$ cat config.mk
export PLATFORM = sky130hd
export DESIGN_NAME = uart_tx_param_flat
export DESIGN_NICKNAME = d
export VERILOG_FILES = /design/src/rtl/uart_tx_param_if.sv /design/src/rtl/uart_tx_param.sv /design/src/flat_wrapper.sv
export SDC_FILE = /design/constraint.sdc
export NUM_CORES = 1
export LEC_CHECK = 0
export ABC_AREA = 1
export ABC_CLOCK_PERIOD_IN_PS = 4100
export CORE_MARGIN = 5
export CORE_UTILIZATION = 62
export CTS_BUF_LIST = sky130_fd_sc_hd__clkbuf_4
export DETAILED_ROUTE_END_ITERATION = 8
export PLACE_DENSITY = 0.88
export SLEW_MARGIN = 15
export SYNTH_ARGS = -nofsm -noshare
export SYNTH_HDL_FRONTEND = slang
export SYNTH_SLANG_ARGS = --single-unit
$ cat constraint.sdc
create_clock -name clk -period 4.1 [get_ports clk]
set_clock_uncertainty 0.05 [all_clocks]
set_input_delay 0.82 -clock clk [delete_from_list [all_inputs] [get_ports clk]]
set_output_delay 0.82 -clock clk [all_outputs]
set_load 0.1 [all_outputs]
$ cat src/rtl/uart_tx_param_if.sv
// uart_tx_param_if: word handshake plus serial line status of the UART transmitter
interface uart_tx_param_if #(parameter int DATA_BITS = 8);
  logic [DATA_BITS-1:0] tx_data;
  logic tx_valid;
  logic tx_ready;
  logic tx_serial;
  logic tx_active;
  logic tx_done;
  modport master (output tx_data, tx_valid, input tx_ready, tx_serial, tx_active, tx_done);
  modport slave (input tx_data, tx_valid, output tx_ready, tx_serial, tx_active, tx_done);
endinterface

$ cat src/rtl/uart_tx_param.sv
// uart_tx_param: parameterised UART transmitter with a one-word holding register
// feeding the shift register, so frames can be sent back to back.
module uart_tx_param #(
  parameter int CLKS_PER_BIT = 5208,
  parameter int DATA_BITS = 8,
  parameter int PARITY = 0,
  parameter int STOP_BITS = 1
) (
  input logic clk,
  input logic rst_n,
  uart_tx_param_if.slave bus
);
  if (CLKS_PER_BIT < 2 || DATA_BITS < 5 || DATA_BITS > 9 || PARITY < 0 || PARITY > 2 ||
      STOP_BITS < 1 || STOP_BITS > 2) begin : g_bad_params
    $error("uart_tx_param: illegal parameter value");
  end
  localparam int CW = $clog2(CLKS_PER_BIT);
  localparam int IW = $clog2(DATA_BITS);
  localparam logic [CW-1:0] LAST = CW'(CLKS_PER_BIT - 1);
  localparam logic [IW-1:0] LAST_D = IW'(DATA_BITS - 1);
  localparam logic [IW-1:0] LAST_S = IW'(STOP_BITS - 1);
  typedef enum logic [2:0] {IDLE, START, DATA, PAR, STOP} state_t;
  state_t state;
  logic [CW-1:0] cnt;
  logic [IW-1:0] idx;
  logic [DATA_BITS-1:0] shift, hold;
  logic hold_full, par_bit, serial, active, done;
  logic bit_end, frame_end, load, accept;
  always_comb begin
    bit_end = cnt == LAST;
    frame_end = state == STOP && bit_end && idx == LAST_S;
    load = hold_full && (state == IDLE || frame_end);
    accept = bus.tx_valid && !hold_full;
  end
  // idx counts data bits in DATA and stop bits in STOP, keeping cnt within one bit
  always_ff @(posedge clk or negedge rst_n) begin
    if (!rst_n) begin
      state <= IDLE;
      cnt <= '0;
      idx <= '0;
      shift <= '0;
      hold <= '0;
      hold_full <= 1'b0;
      par_bit <= 1'b0;
      serial <= 1'b1;
      active <= 1'b0;
      done <= 1'b0;
    end else begin
      done <= frame_end;
      if (state != IDLE) cnt <= bit_end ? '0 : cnt + CW'(1);
      if (bit_end)
        case (state)
          START: begin
            state <= DATA;
            serial <= shift[0];
          end
          DATA: if (idx == LAST_D) begin
            idx <= '0;
            state <= PARITY != 0 ? PAR : STOP;
            serial <= PARITY != 0 ? par_bit : 1'b1;
          end else begin
            idx <= idx + IW'(1);
            shift <= shift >> 1;
            serial <= shift[1];
          end
          PAR: begin
            state <= STOP;
            serial <= 1'b1;
          end
          STOP: if (idx == LAST_S) begin
            state <= IDLE;
            active <= 1'b0;
            idx <= '0;
          end else idx <= idx + IW'(1);
          default: ;
        endcase
      // a pending word overrides the IDLE return so frames abut
      if (load) begin
        state <= START;
        serial <= 1'b0;
        active <= 1'b1;
        shift <= hold;
        hold_full <= 1'b0;
        par_bit <= ^hold ^ (PARITY == 1);
        cnt <= '0;
        idx <= '0;
      end
      if (accept) begin
        hold <= bus.tx_data;
        hold_full <= 1'b1;
      end
    end
  end
  assign bus.tx_ready = !hold_full;
  assign bus.tx_serial = serial;
  assign bus.tx_active = active;
  assign bus.tx_done = done;
endmodule

$ cat src/flat_wrapper.sv
// flat-port wrapper written by rule: the top's interface ports become plain ports
module uart_tx_param_flat 
#(
  parameter int CLKS_PER_BIT = 5208,
  parameter int DATA_BITS = 8,
  parameter int PARITY = 0,
  parameter int STOP_BITS = 1
)
  (clk, rst_n, bus_tx_data, bus_tx_valid, bus_tx_ready, bus_tx_serial, bus_tx_active, bus_tx_done);
  uart_tx_param_if #(.DATA_BITS(DATA_BITS)) bus_i ();
  input logic clk;
  input logic rst_n;
  input wire logic [$bits(bus_i.tx_data)-1:0] bus_tx_data;
  input wire logic [$bits(bus_i.tx_valid)-1:0] bus_tx_valid;
  output wire logic [$bits(bus_i.tx_ready)-1:0] bus_tx_ready;
  output wire logic [$bits(bus_i.tx_serial)-1:0] bus_tx_serial;
  output wire logic [$bits(bus_i.tx_active)-1:0] bus_tx_active;
  output wire logic [$bits(bus_i.tx_done)-1:0] bus_tx_done;
  assign bus_i.tx_data = bus_tx_data;
  assign bus_i.tx_valid = bus_tx_valid;
  assign bus_tx_ready = bus_i.tx_ready;
  assign bus_tx_serial = bus_i.tx_serial;
  assign bus_tx_active = bus_i.tx_active;
  assign bus_tx_done = bus_i.tx_done;
  uart_tx_param #(.CLKS_PER_BIT(CLKS_PER_BIT), .DATA_BITS(DATA_BITS), .PARITY(PARITY), .STOP_BITS(STOP_BITS)) u_core (.clk(clk), .rst_n(rst_n), .bus(bus_i));
endmodule
# --- After elaboration in Yosys (flattened, before gate mapping) ---
# Cells that the tools add are included.
word_totals:
  regBits: 39
  output_inout_bits: 4
op_classes:
  add_sub_neg: 2
  n_eq_ne: 9
  muxes: 27
  n_reduce_logical: 23
op_table:
  columns: ["op", "n"]
  rows:
  - ["$mux W13", 3]
  - ["$mux W8", 4]
  - ["$mux W3", 8]
  - ["$add A13 B1 Y13 const B", 1]
  - ["$eq A13 B13 Y1 const B", 1]
  - ["$pmux W3 S4", 1]
  - ["$reduce_bool A2 Y1", 6]
  - ["$mux W1", 9]
  - ["$eq A3 B2 Y1 const B", 2]
  - ["$eq A3 B3 Y1 const B", 2]
  - ["$logic_not A3 Y1", 2]
  - ["$pmux W3 S2", 1]
  - ["$reduce_and A3 Y1", 2]
  - ["$reduce_bool A3 Y1", 2]
  - ["$reduce_bool A5 Y1", 1]
  - ["$logic_and A1 B1 Y1", 4]
  - ["$reduce_and A2 Y1", 2]
  - ["$reduce_and A4 Y1", 1]
  - ["$reduce_bool A4 Y1", 1]
  - ["$add A3 B1 Y3 const B", 1]
  - ["$eq A3 B1 Y1 const B", 1]
  - ["$ne A3 B1 Y1 const B", 1]
  - ["$ne A3 B2 Y1 const B", 1]
  - ["$pmux W1 S3", 1]
  - ["3 further kinds", 3]

# --- Logic depth before layout (Yosys ltp) ---
# Gate-level depths: netlist of the first run.
depth:
  depth_word: 7
  mapped_depth: 12
  mapped_depth_nobuf: 12

# --- Worst setup path before layout of the first run ---
# OpenSTA, ideal clock, no wires.
synth_path:
  path_type: "register to register"
  startpoint: "register u_core.hold_full"
  endpoint: "register u_core.hold[0]"
  setup_ps: 125
  arrival_ps: 1830
  setup_slack_ps: 2096
  path_stages_with_launch: 4
  n_path_buf: 0
  path_cell_list: "dfrtp_1 inv_1 nand2_1 mux2_2"
synth_between:
  elab_chain_cells: 2
synth_lines:
  columns: ["item", "line", "source"]
  rows:
  - ["from (decl)", "uart_tx_param.sv:27", "logic hold_full, par_bit, serial, active, done;"]
  - ["from (signal assigned)", "uart_tx_param.sv:43", "hold_full <= 1'b0;"]
  - ["from (signal assigned)", "uart_tx_param.sv:83", "hold_full <= 1'b0;"]
  - ["from (signal assigned)", "uart_tx_param.sv:90", "hold_full <= 1'b1;"]
  - ["$logic_not A1 Y1", null, null]
  - ["net bus_tx_ready", "flat_wrapper.sv:15", "output wire logic [$bits(bus_i.tx_ready)-1:0] bus_tx_ready;"]
  - ["$logic_and A1 B1 Y1", "uart_tx_param.sv:33", "accept = bus.tx_valid && !hold_full;"]
  - ["to (signal assigned)", "uart_tx_param.sv:89", "hold <= bus.tx_data;"]
  - ["to (decl)", "uart_tx_param.sv:26", "logic [DATA_BITS-1:0] shift, hold;"]
# The timed path passes the listed nets, and every way through them passes these cells.
# A chain may end at the register's enable or synchronous reset.

# --- Final worst setup path of the first run ---
layout_path:
  startpoint: "register u_core.hold_full"
  endpoint: "output bus_tx_ready"
layout_between:
  elab_chain_cells: 1
layout_lines:
  columns: ["item", "line", "source"]
  rows:
  - ["$logic_not A1 Y1", "uart_tx_param.sv:94", "assign bus.tx_ready = !hold_full;"]
  - ["to (decl)", "flat_wrapper.sv:15", null]
# No other way between the ends.

==> results of run 1 <==
per-layer routing:
metal,GRT usage,vias to the layer above
met5,0,-
met4,0.0781,0
met3,0.0451,5
met2,0.285,55
met1,0.250,775
li1,-,846
registers in the layout (all words and copies together) (netlist names):
register / cells
u_core.cnt: 13
u_core.hold: 8
u_core.shift: 8
u_core.idx: 3
u_core.state: 3
u_core.bus.tx_active: 1
u_core.bus.tx_done: 1
u_core.bus.tx_serial: 1
u_core.hold_full: 1
stage by stage:
step                      power (uW)  utilization  hold slack [ns]  cells
after floorplan                  469            -            0.425    253
after global placement           492        0.690            0.411    310
after detailed placement         496        0.690            0.432    310
after CTS                        818        0.721            0.463    318
after global routing             845        0.721            0.478    318
final                            811        0.721            0.453    318
how the worst max path moves through the flow:
| stage | startpoint | depth (start not counted) | slack [ns] | endpoint |
|---|---|---|---|---|
| after floorplan | u_core.hold_full$_DFFE_PN0P_ | 3 | 2.10 | u_core.hold[0]$_DFFE_PN0P_ |
| after global placement | u_core.hold_full$_DFFE_PN0P_ | 2 | 1.54 | bus_tx_ready |
| after detailed placement | u_core.hold_full$_DFFE_PN0P_ | 2 | 1.52 | bus_tx_ready |
| after CTS | u_core.hold_full$_DFFE_PN0P_ | 2 | 1.11 | bus_tx_ready |
| after global routing | u_core.hold_full$_DFFE_PN0P_ | 2 | 1.05 | bus_tx_ready |
| final | u_core.hold_full$_DFFE_PN0P_ | 2 | 1.13 | bus_tx_ready |
power breakdown:
part | internal, uW | switching [uW]
Clock | 189 | 135
Sequential | 414 | 16.5
Combinational | 30.0 | 26.5
Yosys cell counts (5+ instances only):
master / instances
a21oi_1: 6
dfrtp_1: 38
inv_1: 29
mux2_2: 7
nand2_1: 55
nand3_1: 14
nand4_1: 9
nor2_1: 35
nor2_2: 7
nor3_1: 7
o21ai_0: 5
worst max-delay path: cells and delay by family, from the launching register on:
family | cells | cell delay [ns]
buf+inv | 2 | 1.31
flops | 1 | 0.44
kinds of logic (layout without fill, tap and decap cells):
family / Yosys count / in the layout / synth area share
buffers and inverters: 36 / 55 / 0.0763
AO/OA/AOI/OAI: 18 / 18 / 0.0474
adder cells (fa/ha/maj): 4 / 4 / 0.0231
flip-flops: 39 / 39 / 0.451
multiplexers: 7 / 7 / 0.0364
AND/OR/NAND/NOR: 146 / 146 / 0.354
XOR/XNOR: 3 / 3 / 0.0121
layout make-up:
cell class                 instances  area share
multi-input combinational        178       0.422
sequential                        39       0.403
timing repair buffer              14      0.0557
inverter                          33      0.0526
clock inverter                     3      0.0278
tap                               46      0.0237
clock buffer                       5      0.0155
==> reports/results.txt, run 1 <==
Pin count of the biggest net entering global routing -> 40
Mapped cell area -> 0.00217 sq mm
H-tree depth -> 2
Layout cells sized above 1 -> 0.176
DR WL met2 -> 1910 um
Post-CTS Setup Inserts -> 0
Initial antenna violation count -> 0
Placed cell area -> 0.00232 sq mm
WL met3 -> 286 um
DRT Pass-1 Iters -> 4
CP peak stage delay -> 1.16 ns
Initial Utilization -> 0.644
Ant diodes -> 0
Area Growth Syn to Fin -> 12.0%
Kind of critical path -> flop to output port
Ys Warns -> 0
Worst hold start -> u_core.bus.tx_active$_DFFE_PN0P_
Ys async rst share -> 1.00
Clock buffer depth -> 2
Tmin final -> 2.97 ns
Setup_tns -> 0 ns
Die footprint -> 0.00478 sq mm
Register area share after synthesis -> 0.451
Netlist cell types -> 35
Post-synth EDFFs -> 0
Number of DRC markers in iteration 0 -> 113
Number of placed I/O pins -> 15
Leak -> 0.00121 uW
Final hold violations -> 0
Power Dens Cells -> 334 mW/mm^2
CTS root buf -> clkbuf_4
Reg2reg start -> u_core.cnt[0]$_DFFE_PN0P_
Slew @ Worst Pin -> 0.967 ns
Fmax -> 0.336 GHz
Number of remaining DRC errors -> 0
Most frequent cells in the layout -> 55 x nand2_1, 38 x dfrtp_1, 35 x nor2_1
First-pass GRT wire length -> 7160 um
Top FF cell, synth -> dfrtp_1
Hold Path Sink -> u_core.bus.tx_active$_DFFE_PN0P_
Syn Nets -> 268
Hold depth -> 2
Startpoint types -> flop
Count of filler cells inserted in the layout -> 276
DP Worst Slack -> 1.52 ns
Post-cts sizing count -> 0
Yosys reg bits -> 39
Number of global-route vias before repair -> 1,592
Number of port buffers -> 14
Slowest-stage cell, CP -> clkdlybuf4s50_1
CP Data Arrival Time -> 2.10 ns
Peak VDD IR -> 0.000249 V
Sink Count -> 39
Worst reg-to-reg setup slack -> 2.10 ns
Multi-input combinational cell area -> 0.00102 sq mm
GRT Residual Overflow -> 0
Critical Path RT -> 3.23 ns
CP Capture Type -> output port
Final antenna-violating net count -> 0
Yosys top cell by area -> dfrtp_1
R2R cell count -> 11
Final setup fails -> 0
Final instance area -> 0.00243 sq mm
# nets final -> 286
Worst path cell trace -> inv_1, clkdlybuf4s50_1
Post-Syn Instances -> 253
RR Endpoint -> u_core.shift[3]$_DFFE_PN0P_
MaxCap Viol Count -> 0
Fin crit share -> 0.725
Vias per inst -> 5.29
WL/cell -> 12.9 um
Site Rows -> 21
Syn avg cell area -> 8.56 sq um
HP Class -> flop to flop
Final WS setup -> 1.13 ns
Die span in x -> 69.1 um
M1 wire length -> 1820 um
Core ar. -> 0.00336 sq mm
GRT Overall Usage -> 0.185
Final wirelength -> 4100 um
CTS Buf Count -> 5
CTS Hold Bufs -> 0
Worst Path Max Fanout -> 5
CTS tree -> yes
Pins Over Slew Limit -> 0
Slew headroom -> 0.353
Share of the synthesized area in the top cell type -> 0.439
DR vias -> 1,681
Most common cell after layout, fill and taps aside -> nand2_1
Status -> finished, final reports clean
RePlAce Congestion -> 0.949
Clk Latency, worst-skew pair -> 0.36 ns
DR top layer -> met4
Post-DP HPWL -> 2940 um
Largest cells by area after synthesis -> dfrtp_1 44%, nand2_1 9.5%, nor2_1 6.1%, inv_1 5.0%, mux2_2 3.6%
Clock Pin Slew Worst Setup and Hold Paths -> 0.12 ns
Die Ht -> 69.1 um
RSZ-0062 raised after global routing -> no
FF/Latch Area -> 977 sq um
Power figures use the tool's default switching activity.
==> run 2, diff against run 1 <==
--- a/config.mk
+++ b/config.mk
@@ -6,12 +6,12 @@
 export NUM_CORES = 1
 export LEC_CHECK = 0
 export ABC_AREA = 1
-export ABC_CLOCK_PERIOD_IN_PS = 4100
+export ABC_CLOCK_PERIOD_IN_PS = 2450
 export CORE_MARGIN = 5
-export CORE_UTILIZATION = 62
+export CORE_UTILIZATION = 55
 export CTS_BUF_LIST = sky130_fd_sc_hd__clkbuf_4
 export DETAILED_ROUTE_END_ITERATION = 8
-export PLACE_DENSITY = 0.88
+export PLACE_DENSITY = 0.83
 export SLEW_MARGIN = 15
 export SYNTH_ARGS = -nofsm -noshare
 export SYNTH_HDL_FRONTEND = slang
==> constraint.sdc (replaced) <==
create_clock -name clk -period 2.45 [get_ports clk]
set_clock_uncertainty 0.05 [all_clocks]
set_input_delay 0.49 -clock clk [delete_from_list [all_inputs] [get_ports clk]]
set_output_delay 0.49 -clock clk [all_outputs]
set_load 0.1 [all_outputs]
==> run 2 against run 1 <==
Die area is 11% higher. Register-to-register slack lost 1.6 ns. Worst setup slack worse by 0.59 ns. Hold slack got worse by 0.28 ns. Global-route usage shrank 1.8 points. Flip-flop and latch count stayed put. Largest cell class unchanged. Largest power group unchanged.
==> reports/results.txt, run 2 (synthesis results as in run 1) <==
DP Worst Slack -> 0.556 ns
GRT Residual Overflow -> 0
CP Capture Type -> flop
Pins Over Slew Limit -> 0
Die footprint -> 0.00529 sq mm
Fin crit share -> 0.781
Clock buffer depth -> 2
Final wirelength -> 3850 um
Most frequent cells in the layout -> 55 x nand2_1, 38 x dfrtp_1, 35 x nor2_1
Slew headroom -> 0.464
Leak -> 0.00120 uW
Final setup fails -> 0
WL/cell -> 12.0 um
Final antenna-violating net count -> 0
Post-CTS Setup Inserts -> 0
Site Rows -> 22
Critical Path RT -> 2.67 ns
Number of flip-flops in the largest register -> 13
Ant diodes -> 0
DRT Pass-1 Iters -> 4
Post-DP HPWL -> 2900 um
Core ar. -> 0.00374 sq mm
Psw -> 270 uW
Worst path cell trace -> ha_1, nand2_1, inv_1, nand2_1, nor2_4, nand3_4, nand2_4, nand2_4, clkinv_2, nor2_1, nor2_1
Clk Latency, worst-skew pair -> 0.34 ns
DR vias -> 1,657
Slew @ Worst Pin -> 0.804 ns
CP bufs+invs -> 2
Slowest-stage cell, CP -> dfrtp_1
Setup_tns -> 0 ns
GRT Overall Usage -> 0.168
Die span in x -> 72.8 um
CP Data Arrival Time -> 2.14 ns
Register with the most flip-flops -> u_core.cnt
Initial antenna violation count -> 0
Largest registers -> u_core.cnt (13), u_core.hold (8), u_core.shift (8)
CTS tree -> yes
Post-route total power -> 1150 uW
Status -> finished, final reports clean
Final hold violations -> 0
Count of filler cells inserted in the layout -> 328
Number of global-route vias before repair -> 1,592
Clock network power share -> 0.288
Seq pwr share -> 0.629
Kind of critical path -> flop to flop
Number of placed I/O pins -> 15
Layout cells sized above 1 -> 0.191
Most common cell after layout, fill and taps aside -> nand2_1
Post-cts sizing count -> 0
Power Dens Cells -> 484 mW/mm^2
Hold Slack -> 0.173 ns
Fmax -> 0.522 GHz
CP peak stage delay -> 0.41 ns
Initial Utilization -> 0.579
Number of port buffers -> 14
RSZ-0062 raised after global routing -> no
Pin count of the biggest net entering global routing -> 40
Worst Path Max Fanout -> 15
Vias per inst -> 5.18
Peak VDD IR -> 0.000443 V
HP Class -> primary input to asynchronous set/reset pin
MaxCap Viol Count -> 0
RePlAce Congestion -> 0.860
Sink Count -> 39
Logic pwr share -> 0.083
Final WS setup -> 0.536 ns
First-pass GRT wire length -> 6940 um
CTS Buf Count -> 5
# nets final -> 286
Tmin final -> 1.91 ns
Placed cell area -> 0.00231 sq mm
Die Ht -> 72.8 um
Crit-path leading delay family -> simple AND/OR/NAND/NOR gates
CTS root buf -> clkbuf_4
Startpoint types -> flop
Clock Pin Slew Worst Setup and Hold Paths -> 0.11 ns
Number of DRC markers in iteration 0 -> 101
Sw frac -> 0.236
CTS Hold Bufs -> 0
H-tree depth -> 2
Total internal power -> 876 uW
Final instance area -> 0.00237 sq mm
Number of remaining DRC errors -> 0
Area Growth Syn to Fin -> 9.47%
run 2: cell types whose count changed in the layout (fill, tap and decap cells not counted):
| cell | before | now |
|---|---|---|
| clkdlybuf4s50_1 | 13 | 9 |
| bufinv_16 | 2 | 0 |
| clkinv_2 | 1 | 2 |
| clkbuf_4 | 5 | 7 |
| clkinvlp_4 | 1 | 0 |
| buf_4 | 0 | 4 |
run 2: power by group through the flow:
stage	logic [uW]	registers, uW	clock network (uW)
after detailed placement	97.5	734	0
after global routing	106	727	370
final	94.6	721	331
after global placement	92.7	732	0
after floorplan	60.3	725	0
after CTS	97.7	721	343
run 2: worst paths after layout:
check	slack (ns)	cells past startpoint	startpoint	end
min in group clk	0.46	2	u_core.bus.tx_active$_DFFE_PN0P_	u_core.bus.tx_active$_DFFE_PN0P_
setup / recovery	0.54	11	u_core.cnt[0]$_DFFE_PN0P_	u_core.shift[3]$_DFFE_PN0P_
hold / removal	0.17	1	rst_n	u_core.idx[2]$_DFFE_PN0P_
setup reg to reg	0.54	11	u_core.cnt[0]$_DFFE_PN0P_	u_core.shift[3]$_DFFE_PN0P_
hold reg to reg	0.46	2	u_core.bus.tx_active$_DFFE_PN0P_	u_core.bus.tx_active$_DFFE_PN0P_
max in group asynchronous	1.67	1	rst_n	u_core.shift[6]$_DFFE_PN0P_
run 2: metal layers:
metal / global-route usage / share of wire / up-vias
met1: 0.235 / 0.48 / 770
met4: 0.0738 / 0.020 / 0
li1: - / - / 846
met5: 0 / 0 / -
met2: 0.256 / 0.46 / 32
met3: 0.0262 / 0.038 / 9
run 2: cell type report:
type                    count  area, sq um  share of cell area
well taps                  48         60.1              0.0253
clock inverters             1         5.00             0.00211
inverters                  33          128              0.0538
multi-input cells         178         1020               0.432
clock buffers               7         52.6              0.0222
repair buffers             14          125              0.0528
flip-flops and latches     39          977               0.412
run 2: per-stage QoR:
step,utilization,cells
floorplan,-,253
global placement,0.618,312
detailed placement,0.618,312
CTS,0.633,320
global route,0.633,320
finish,0.633,320
==> run 3, diff against run 2 <==
--- a/config.mk
+++ b/config.mk
@@ -6,12 +6,12 @@
 export NUM_CORES = 1
 export LEC_CHECK = 0
 export ABC_AREA = 1
-export ABC_CLOCK_PERIOD_IN_PS = 2450
+export ABC_CLOCK_PERIOD_IN_PS = 1900
 export CORE_MARGIN = 5
-export CORE_UTILIZATION = 55
+export CORE_UTILIZATION = 61
 export CTS_BUF_LIST = sky130_fd_sc_hd__clkbuf_4
 export DETAILED_ROUTE_END_ITERATION = 8
-export PLACE_DENSITY = 0.83
+export PLACE_DENSITY = 0.87
 export SLEW_MARGIN = 15
 export SYNTH_ARGS = -nofsm -noshare
 export SYNTH_HDL_FRONTEND = slang
==> constraint.sdc (replaced) <==
create_clock -name clk -period 1.9 [get_ports clk]
set_clock_uncertainty 0.05 [all_clocks]
set_input_delay 0.38 -clock clk [delete_from_list [all_inputs] [get_ports clk]]
set_output_delay 0.38 -clock clk [all_outputs]
set_load 0.1 [all_outputs]
==> run 3 against run 2 <==
Critical path type unchanged. Largest power group unchanged. Count of clock-buffer cells in the layout decreased by 1. Via count up 2.6%. Total power is 54% higher. Clock power is 110% higher. Sequential power grew 29%. Design area grew 5.5%. Register-to-register slack got worse by 0.40 ns.
==> reports/results.txt, run 3 (synthesis results as in run 1) <==
Multi-input combinational cell area -> 0.00102 sq mm
Setup_tns -> 0 ns
# nets final -> 290
Site Rows -> 21
CP Capture Type -> flop
Psw -> 379 uW
Most common cell after layout, fill and taps aside -> nand2_1
Clock buffer depth -> 2
Peak VDD IR -> 0.000708 V
WL/cell -> 13.3 um
RR Endpoint -> u_core.shift[2]$_DFFE_PN0P_
Number of DRC markers in iteration 0 -> 102
GRT Overall Usage -> 0.190
Register with the most flip-flops -> u_core.cnt
Final hold violations -> 0
Reg2reg start -> u_core.cnt[1]$_DFFE_PN0P_
Count of filler cells inserted in the layout -> 241
Total internal power -> 1390 uW
Final instance area -> 0.00250 sq mm
CTS Buf Count -> 5
Critical Path RT -> 2.11 ns
Placed cell area -> 0.00238 sq mm
Clock network power share -> 0.397
Seq pwr share -> 0.528
Clk Latency, worst-skew pair -> 0.35 ns
Number of flip-flops in the largest register -> 13
Number of global-route vias before repair -> 1,658
Largest registers -> u_core.cnt (13), u_core.hold (8), u_core.shift (8)
Pin count of the biggest net entering global routing -> 40
Ant diodes -> 0
Post-DP HPWL -> 3140 um
Leak -> 0.00125 uW
CTS root buf -> clkbuf_4
Final wirelength -> 4270 um
Worst reg-to-reg setup slack -> 0.13 ns
R2R cell count -> 11
Area Growth Syn to Fin -> 15.5%
DRT Pass-1 Iters -> 4
Number of placed I/O pins -> 15
Initial antenna violation count -> 0
Final antenna-violating net count -> 0
Clock Pin Slew Worst Setup and Hold Paths -> 0.12 ns
Fin crit share -> 0.930
Most frequent cells in the layout -> 55 x nand2_1, 38 x dfrtp_1, 35 x nor2_1
GRT Residual Overflow -> 0
Slew @ Worst Pin -> 0.485 ns
Logic pwr share -> 0.075
CP Data Arrival Time -> 1.97 ns
Pins Over Slew Limit -> 0
Kind of critical path -> flop to flop
First-pass GRT wire length -> 7380 um
Final setup fails -> 0
DR vias -> 1,700
CTS tree -> yes
Startpoint types -> flop
Worst Path Max Fanout -> 9
Number of remaining DRC errors -> 0
Tmin final -> 1.77 ns
MaxCap Viol Count -> 0
Number of port buffers -> 14
Die footprint -> 0.00484 sq mm
Vias per inst -> 5.28
Die Ht -> 69.6 um
Sink Count -> 39
Status -> finished, final reports clean
Core ar. -> 0.00339 sq mm
RSZ-0062 raised after global routing -> no
H-tree depth -> 2
Power Dens Cells -> 707 mW/mm^2
Sw frac -> 0.214
Slew headroom -> 0.677
RePlAce Congestion -> 0.919
Hold Slack -> 0.0131 ns
Initial Utilization -> 0.639
FF/Latch Area -> 977 sq um
Fmax -> 0.566 GHz
Layout cells sized above 1 -> 0.207
Die span in x -> 69.6 um
HP Class -> primary input to asynchronous set/reset pin
run 3: worst max-delay path, stage by stage, from the launching register on:
cell and delay, ns:
dfrtp_1 0.41, ha_1 0.18, nand2_1 0.07, inv_1 0.06, nand2_1 0.09, nor2_4 0.17, buf_4 0.20, nand3_4 0.14
nand2_1 0.09, nand2_1 0.05, nor2_1 0.13, nor2_1 0.05
run 3: timing repair:
| action | CTS | global route |
|---|---|---|
| buffers inserted | 0 | 2 |
| hold buffers | 0 | 0 |
| setup endpoints to repair | 0 | 7 |
| resized for setup | 0 | 1 |
run 3: routing by layer:
layer,up-vias,GRT usage,part of all wire,wire length [um]
li1,855,-,-,-
met1,776,0.260,0.47,2020
met2,61,0.289,0.45,1930
met3,8,0.0420,0.057,242
met4,0,0.0824,0.018,78
met5,-,0,0,0
run 3: per-stage QoR:
stage	setup WS, ns	power (uW)	std cells	util
global placement	0.223	1070	312	0.702
floorplan	0.0163	1010	253	-
detailed placement	0.105	1080	312	0.702
finish	0.134	1770	322	0.738
CTS	0.0963	1780	320	0.733
global route	0.00981	1840	322	0.738
run 3: final cells by class:
type	count	area share
well taps	46	0.0230
inverters	33	0.0530
repair buffers	18	0.0820
clock inverters	2	0.0240
flip-flops and latches	39	0.391
clock buffers	6	0.0180
multi-input cells	178	0.409
run 3: worst max-delay path by stage:
stage | start | to | slack (ns) | cells after the start
after global routing | u_core.cnt[0]$_DFFE_PN0P_ | u_core.shift[4]$_DFFE_PN0P_ | 0.01 | 11
after floorplan | u_core.hold_full$_DFFE_PN0P_ | u_core.hold[0]$_DFFE_PN0P_ | 0.02 | 3
after detailed placement | u_core.cnt[0]$_DFFE_PN0P_ | u_core.shift[2]$_DFFE_PN0P_ | 0.10 | 11
after CTS | u_core.cnt[0]$_DFFE_PN0P_ | u_core.shift[2]$_DFFE_PN0P_ | 0.1 | 11
final | u_core.cnt[1]$_DFFE_PN0P_ | u_core.shift[2]$_DFFE_PN0P_ | 0.13 | 11
after global placement | u_core.idx[0]$_DFFE_PN0P_ | u_core.shift[1]$_DFFE_PN0P_ | 0.22 | 8
run 3: power by group through the flow:
stage / Sequential [uW] / Clock (uW) / Combinational, uW
after floorplan: 936 / 0 / 78.4
after global placement: 945 / 0 / 128
after detailed placement: 949 / 0 / 136
after CTS: 932 / 709 / 136
after global routing: 939 / 751 / 146
final: 933 / 702 / 133
